`src/rtl/sound_player.sv`:
```
// Pong audio back end: turns the synchronized channel/sound request into
// square-wave tones on the left/right audio pins, with a two-tone goal warble.
module sound_player #(
    parameter int PING_HALF    = 26042,
    parameter int PONG_HALF    = 13021,
    parameter int GOAL_LO_HALF = 50000,
    parameter int GOAL_HI_HALF = 25000,
    parameter int GOAL_STEP    = 2500000,
    parameter int CNT_W        = 17
) (
    input  logic       clk,
    input  logic       reset,
    input  logic [1:0] channel,
    input  logic [1:0] sound,
    output logic       audio_left,
    output logic       audio_right,
    output logic       busy
);
    // state  | meaning
    // S_IDLE | no request, outputs silent
    // S_PLAY | tone running on cur_ch with cur_snd
    localparam logic [0:0] S_IDLE = 1'b0;
    localparam logic [0:0] S_PLAY = 1'b1;

    localparam int STEP_W = $clog2(GOAL_STEP + 1);

    logic [3:0]        sync1_q, sync1_d;
    logic [3:0]        sync2_q, sync2_d;
    logic [0:0]        state_q, state_d;
    logic [1:0]        cur_ch_q, cur_ch_d;
    logic [1:0]        cur_snd_q, cur_snd_d;
    logic              phase_q, phase_d;
    logic              hi_sel_q, hi_sel_d;
    logic [CNT_W-1:0]  half_q, half_d;
    logic [STEP_W-1:0] step_q, step_d;

    logic [1:0] ch_s;
    logic [1:0] snd_s;
    logic       req;

    function automatic logic [CNT_W-1:0] half_m1(input logic [1:0] snd, input logic hi);
        logic [CNT_W-1:0] h;
        case (snd)
            2'd1:    h = CNT_W'(PING_HALF - 1);
            2'd2:    h = CNT_W'(PONG_HALF - 1);
            2'd3:    h = hi ? CNT_W'(GOAL_HI_HALF - 1) : CNT_W'(GOAL_LO_HALF - 1);
            default: h = '0;
        endcase
        return h;
    endfunction

    assign ch_s  = sync2_q[3:2];
    assign snd_s = sync2_q[1:0];
    assign req   = (ch_s != 2'd0) && (snd_s != 2'd0);

    always_comb begin
        sync1_d   = {channel, sound};
        sync2_d   = sync1_q;
        state_d   = state_q;
        cur_ch_d  = cur_ch_q;
        cur_snd_d = cur_snd_q;
        phase_d   = phase_q;
        hi_sel_d  = hi_sel_q;
        half_d    = half_q;
        step_d    = step_q;

        // Entry and restart share one load; a differing request preempts the tone.
        if (req && (state_q == S_IDLE || {ch_s, snd_s} != {cur_ch_q, cur_snd_q})) begin
            state_d   = S_PLAY;
            cur_ch_d  = ch_s;
            cur_snd_d = snd_s;
            phase_d   = 1'b1;
            hi_sel_d  = 1'b0;
            half_d    = half_m1(snd_s, 1'b0);
            step_d    = STEP_W'(GOAL_STEP - 1);
        end else if (state_q == S_PLAY) begin
            if (!req) begin
                state_d = S_IDLE;
                phase_d = 1'b0;
            end else begin
                // Reload uses the pre-toggle hi_sel so no half-period is cut short.
                if (half_q == '0) begin
                    phase_d = ~phase_q;
                    half_d  = half_m1(cur_snd_q, hi_sel_q);
                end else begin
                    half_d = half_q - 1'b1;
                end
                if (cur_snd_q == 2'd3) begin
                    if (step_q == '0) begin
                        hi_sel_d = ~hi_sel_q;
                        step_d   = STEP_W'(GOAL_STEP - 1);
                    end else begin
                        step_d = step_q - 1'b1;
                    end
                end
            end
        end
    end

    always_ff @(posedge clk) begin
        if (reset) begin
            sync1_q   <= '0;
            sync2_q   <= '0;
            state_q   <= S_IDLE;
            cur_ch_q  <= '0;
            cur_snd_q <= '0;
            phase_q   <= 1'b0;
            hi_sel_q  <= 1'b0;
            half_q    <= '0;
            step_q    <= '0;
        end else begin
            sync1_q   <= sync1_d;
            sync2_q   <= sync2_d;
            state_q   <= state_d;
            cur_ch_q  <= cur_ch_d;
            cur_snd_q <= cur_snd_d;
            phase_q   <= phase_d;
            hi_sel_q  <= hi_sel_d;
            half_q    <= half_d;
            step_q    <= step_d;
        end
    end

    assign audio_left  = phase_q & cur_ch_q[1];
    assign audio_right = phase_q & cur_ch_q[0];
    assign busy        = (state_q == S_PLAY);

endmodule

```
`config.mk`:
```
export PLATFORM = sky130hd
export DESIGN_NAME = sound_player
export DESIGN_NICKNAME = d
export VERILOG_FILES = /design/src/rtl/sound_player.sv
export SDC_FILE = /design/constraint.sdc
export NUM_CORES = 1
export LEC_CHECK = 0
export CAP_MARGIN = 10
export CELL_PAD_IN_SITES_DETAIL_PLACEMENT = 0
export CELL_PAD_IN_SITES_GLOBAL_PLACEMENT = 1
export CORE_MARGIN = 8
export CORE_UTILIZATION = 40
export DETAILED_ROUTE_END_ITERATION = 8
export PLACE_DENSITY = 0.77
export SLEW_MARGIN = 0
export SYNTH_ARGS = -nofsm -noshare
export SYNTH_HDL_FRONTEND = slang
export SYNTH_SLANG_ARGS = --single-unit
```
`constraint.sdc`:
```
create_clock -name clk -period 4.8 [get_ports clk]
set_input_delay 0.72 -clock clk [delete_from_list [all_inputs] [get_ports clk]]
set_output_delay 0.72 -clock clk [all_outputs]
set_load 0.02 [all_outputs]
```
==> results.py <==
metrics = {
    "status": {
        "status": "finished clean",
    },
    "routing": {
        "vias": 2759,
        "wire_per_inst_um": 16.6,
        "first_pass_iters": 4,
        "routed_via_density": 5.83,
        "drc": 0,
        "drtIter0Drc": 153,
        "totalWireLength_mm": 7.87,
        "drtAntennaViolNets": 0,
    },
    "logic_synthesis": {
        "ys_types": 51,
        "syn_inst": 374,
        "yosys_warnings": 0,
        "yosysMostFrequentCell": "dfxtp_1",
        "syn-cell-area_sq_mm": 0.00305,
        "synth_nets": 392,
        "avgSynthCellArea_sq_um": 8.15,
        "synth_seq_area_share_pct": 35.5,
        "synth_commonest_cells": "54 x dfxtp_1, 35 x nor2_1, 24 x a21oi_1",
        "async_flop_share_pct": 0,
        "yosysTopAreaCellShare_pct": 35.5,
        "synth_area_leaders": "dfxtp_1 35%, ha_1 4.9%, nor2_1 4.3%",
        "synth-main-ff-cell": "dfxtp_1",
        "synth-seq-cells": 54,
        "synth_top_cell_by_area": "dfxtp_1",
        "synth_edf_count": 0,
    },
    "critical_path": {
        "worstSetupPathType": "flip-flop to flip-flop",
        "r2r_start": "half_q[0]$_SDFFE_PP0P_",
        "cp-start-kind": "flip-flop",
        "timing.reg2reg.setup_slack_ns": 2.07,
        "end_kind": "flip-flop",
        "cp_max_fo": 9,
        "arrival_ns": 2.89,
        "ff2ff_path_depth": 7,
        "r2r-end": "half_q[2]$_SDFFE_PP0P_",
        "required_ns": 4.96,
    },
    "sta": {
        "max_slew_margin_pct": 31.7,
        "slew_viol_final": 0,
        "tns_ns": 0,
        "hold_viol": 0,
        "max_freq_mhz": 366,
        "fin_skew_ns": 0.00822,
        "fin_hold_ws_ns": 0.443,
        "period_needed_ns": 2.73,
        "period_share_pct": 56.9,
        "rsz0062_at_grt": "no",
        "tightest_slew_ns": 1.02,
        "setup_violations": 0,
    },
    "die": {
        "io_pins": 9,
        "core_region_area_sq_mm": 0.00757,
        "die_h_um": 103,
        "dieArea_sq_mm": 0.0107,
        "rows": 32,
        "start_util_pct": 40.3,
        "die_w_um": 103,
    },
    "final_layout": {
        "fin_area_sq_mm": 0.00327,
        "area.growth.synth_to_final_pct": 7.35,
        "multi_input_area_sq_mm": 0.00183,
        "diodes": 0,
        "final.fill_count": 748,
        "fin_util_pct": 43.3,
        "seq_area_sq_mm": 0.00108,
        "nets": 388,
        "drive_gt1_share_pct": 4.58,
    },
    "worst_hold_path": {
        "hold_path_end": "sync2_q[0]$_SDFF_PP0_",
        "min_path_type": "flip-flop to flip-flop",
        "min-delay-start": "sync1_q[0]$_SDFF_PP0_",
        "holdPathStages": 1,
    },
    "clock_network": {
        "post_cts_buffers": 0,
        "ctsHoldBuffers": 0,
        "path_clk_slew_ns": 0.10,
        "cts_tree": "built",
        "ctsResizeCount": 0,
        "htreeDepth": 2,
        "clk_latency_ns": 0.31,
        "clockBufferDepth": 2,
        "numCtsBuffers": 5,
        "clock_sinks": 54,
        "root_buffer": "clkbuf_8",
    },
    "pwr": {
        "internal-power_uw": 620,
        "peakVddDrop_uv": 129,
        "power_frac_seq_pct": 54.6,
        "leakagePower_uw": 0.00118,
        "pwr-share-clk_pct": 30.9,
        "p_total_uw": 857,
        "power_density_mw_per_mm2": 262,
        "comb_power_share_pct": 14.5,
        "swShare_pct": 27.7,
        "switching_power_uw": 237,
    },
    "place": {
        "placed_area_sq_mm": 0.00318,
        "gp_congestion": 0.875,
        "io_buffers": 8,
        "dp_hpwl_mm": 5.57,
    },
    "global_routing": {
        "antenna_found_initial": 0,
        "first_global_vias": 2619,
        "grt_max_degree": 27,
        "grt_overflow_total": 0,
        "grt_use_total_pct": 15.5,
        "grt_pass1_wl_mm": 13.0,
    },
    "job": {
        "timing.max_cap.violations": 0,
    },
}
worst max-delay path by stage:
stage	endpoint	cells past startpoint	from
6_report	half_q[2]$_SDFFE_PP0P_	7	half_q[0]$_SDFFE_PP0P_
5_1_grt	half_q[2]$_SDFFE_PP0P_	7	half_q[0]$_SDFFE_PP0P_
4_1_cts	half_q[2]$_SDFFE_PP0P_	7	half_q[0]$_SDFFE_PP0P_
3_5_place_dp	half_q[11]$_SDFFE_PP0P_	6	reset
3_3_place_gp	half_q[11]$_SDFFE_PP0P_	6	reset
2_1_floorplan	step_q[4]$_SDFFE_PP0P_	10	sync2_q[0]$_SDFF_PP0_
worst max-delay path, stage by stage (launching register included):
cell and delay [ns]:
dfxtp_1 0.37, inv_1 0.07, ha_1 0.17, or3b_1 0.46
nor4_2 0.62, nand2_1 0.36, o311ai_0 0.40, a21oi_1 0.13
kinds of logic (layout without fill, tap and decap cells):
group,count (synthesis),after routing,synth area share (%)
flops,54,54,35.5
compound gates,98,98,21.1
xor+xnor,23,23,6.61
mux,3,3,0.985
simple gates,151,151,26.5
fa+ha+maj,12,12,4.92
buf+inv,33,30,4.43
power by group through the flow:
stage | registers (uW) | clock network (uW) | logic (uW)
after floorplan | 475 | 0 | 93.4
after global placement | 478 | 0 | 123
after detailed placement | 479 | 0 | 122
after CTS | 468 | 275 | 123
after global routing | 470 | 290 | 137
final | 468 | 265 | 124
layer usage:
layer	track usage, %	share of wire [%]
met5	0	0
met4	7.12	2.4
met3	2.61	4.8
met2	23.3	44
met1	21.1	49
flip-flops by register name (all words and copies together) (netlist names):
| name | flops |
|---|---|
| phase_q | 1 |
| sync1_q | 4 |
| sync2_q | 4 |
| hi_sel_q | 1 |
| cur_snd_q | 2 |
| busy | 1 |
| cur_ch_q | 2 |
| step_q | 22 |
| half_q | 17 |
metrics by stage:
| step | setup slack (ns) | cells |
|---|---|---|
| final | 2.07 | 473 |
| after global routing | 1.86 | 473 |
| after floorplan | 2.51 | 374 |
| after CTS | 2.11 | 473 |
| after global placement | 2.00 | 465 |
| after detailed placement | 1.94 | 465 |
cell usage in the layout (no fill, tap or decap), drive strengths merged, types with 8 or more instances in the layout:
cell type,netlist,final
o211ai,9,9
a21oi,24,24
xor2,9,9
nand3,15,15
xnor2,14,14
nor2,36,36
o21ai,18,18
and2,9,9
nor4,10,10
ha,12,12
dfxtp,54,54
inv,12,12
clkdlybuf4s50,0,8
a31oi,11,11
nor2b,9,9
nand2,23,23
nor3,18,18
area by class of cell:
class                           instances  share of cell area [%]
Clock inverter                          1                   0.153
Clock buffer                            7                    2.64
Tap cell                              102                    3.90
Timing Repair Buffer                   10                    2.91
Inverter                               12                    1.38
Multi-Input combinational cell        287                    56.0
Sequential cell                        54                    33.0
No activity file was read; power rests on OpenSTA's default activity.
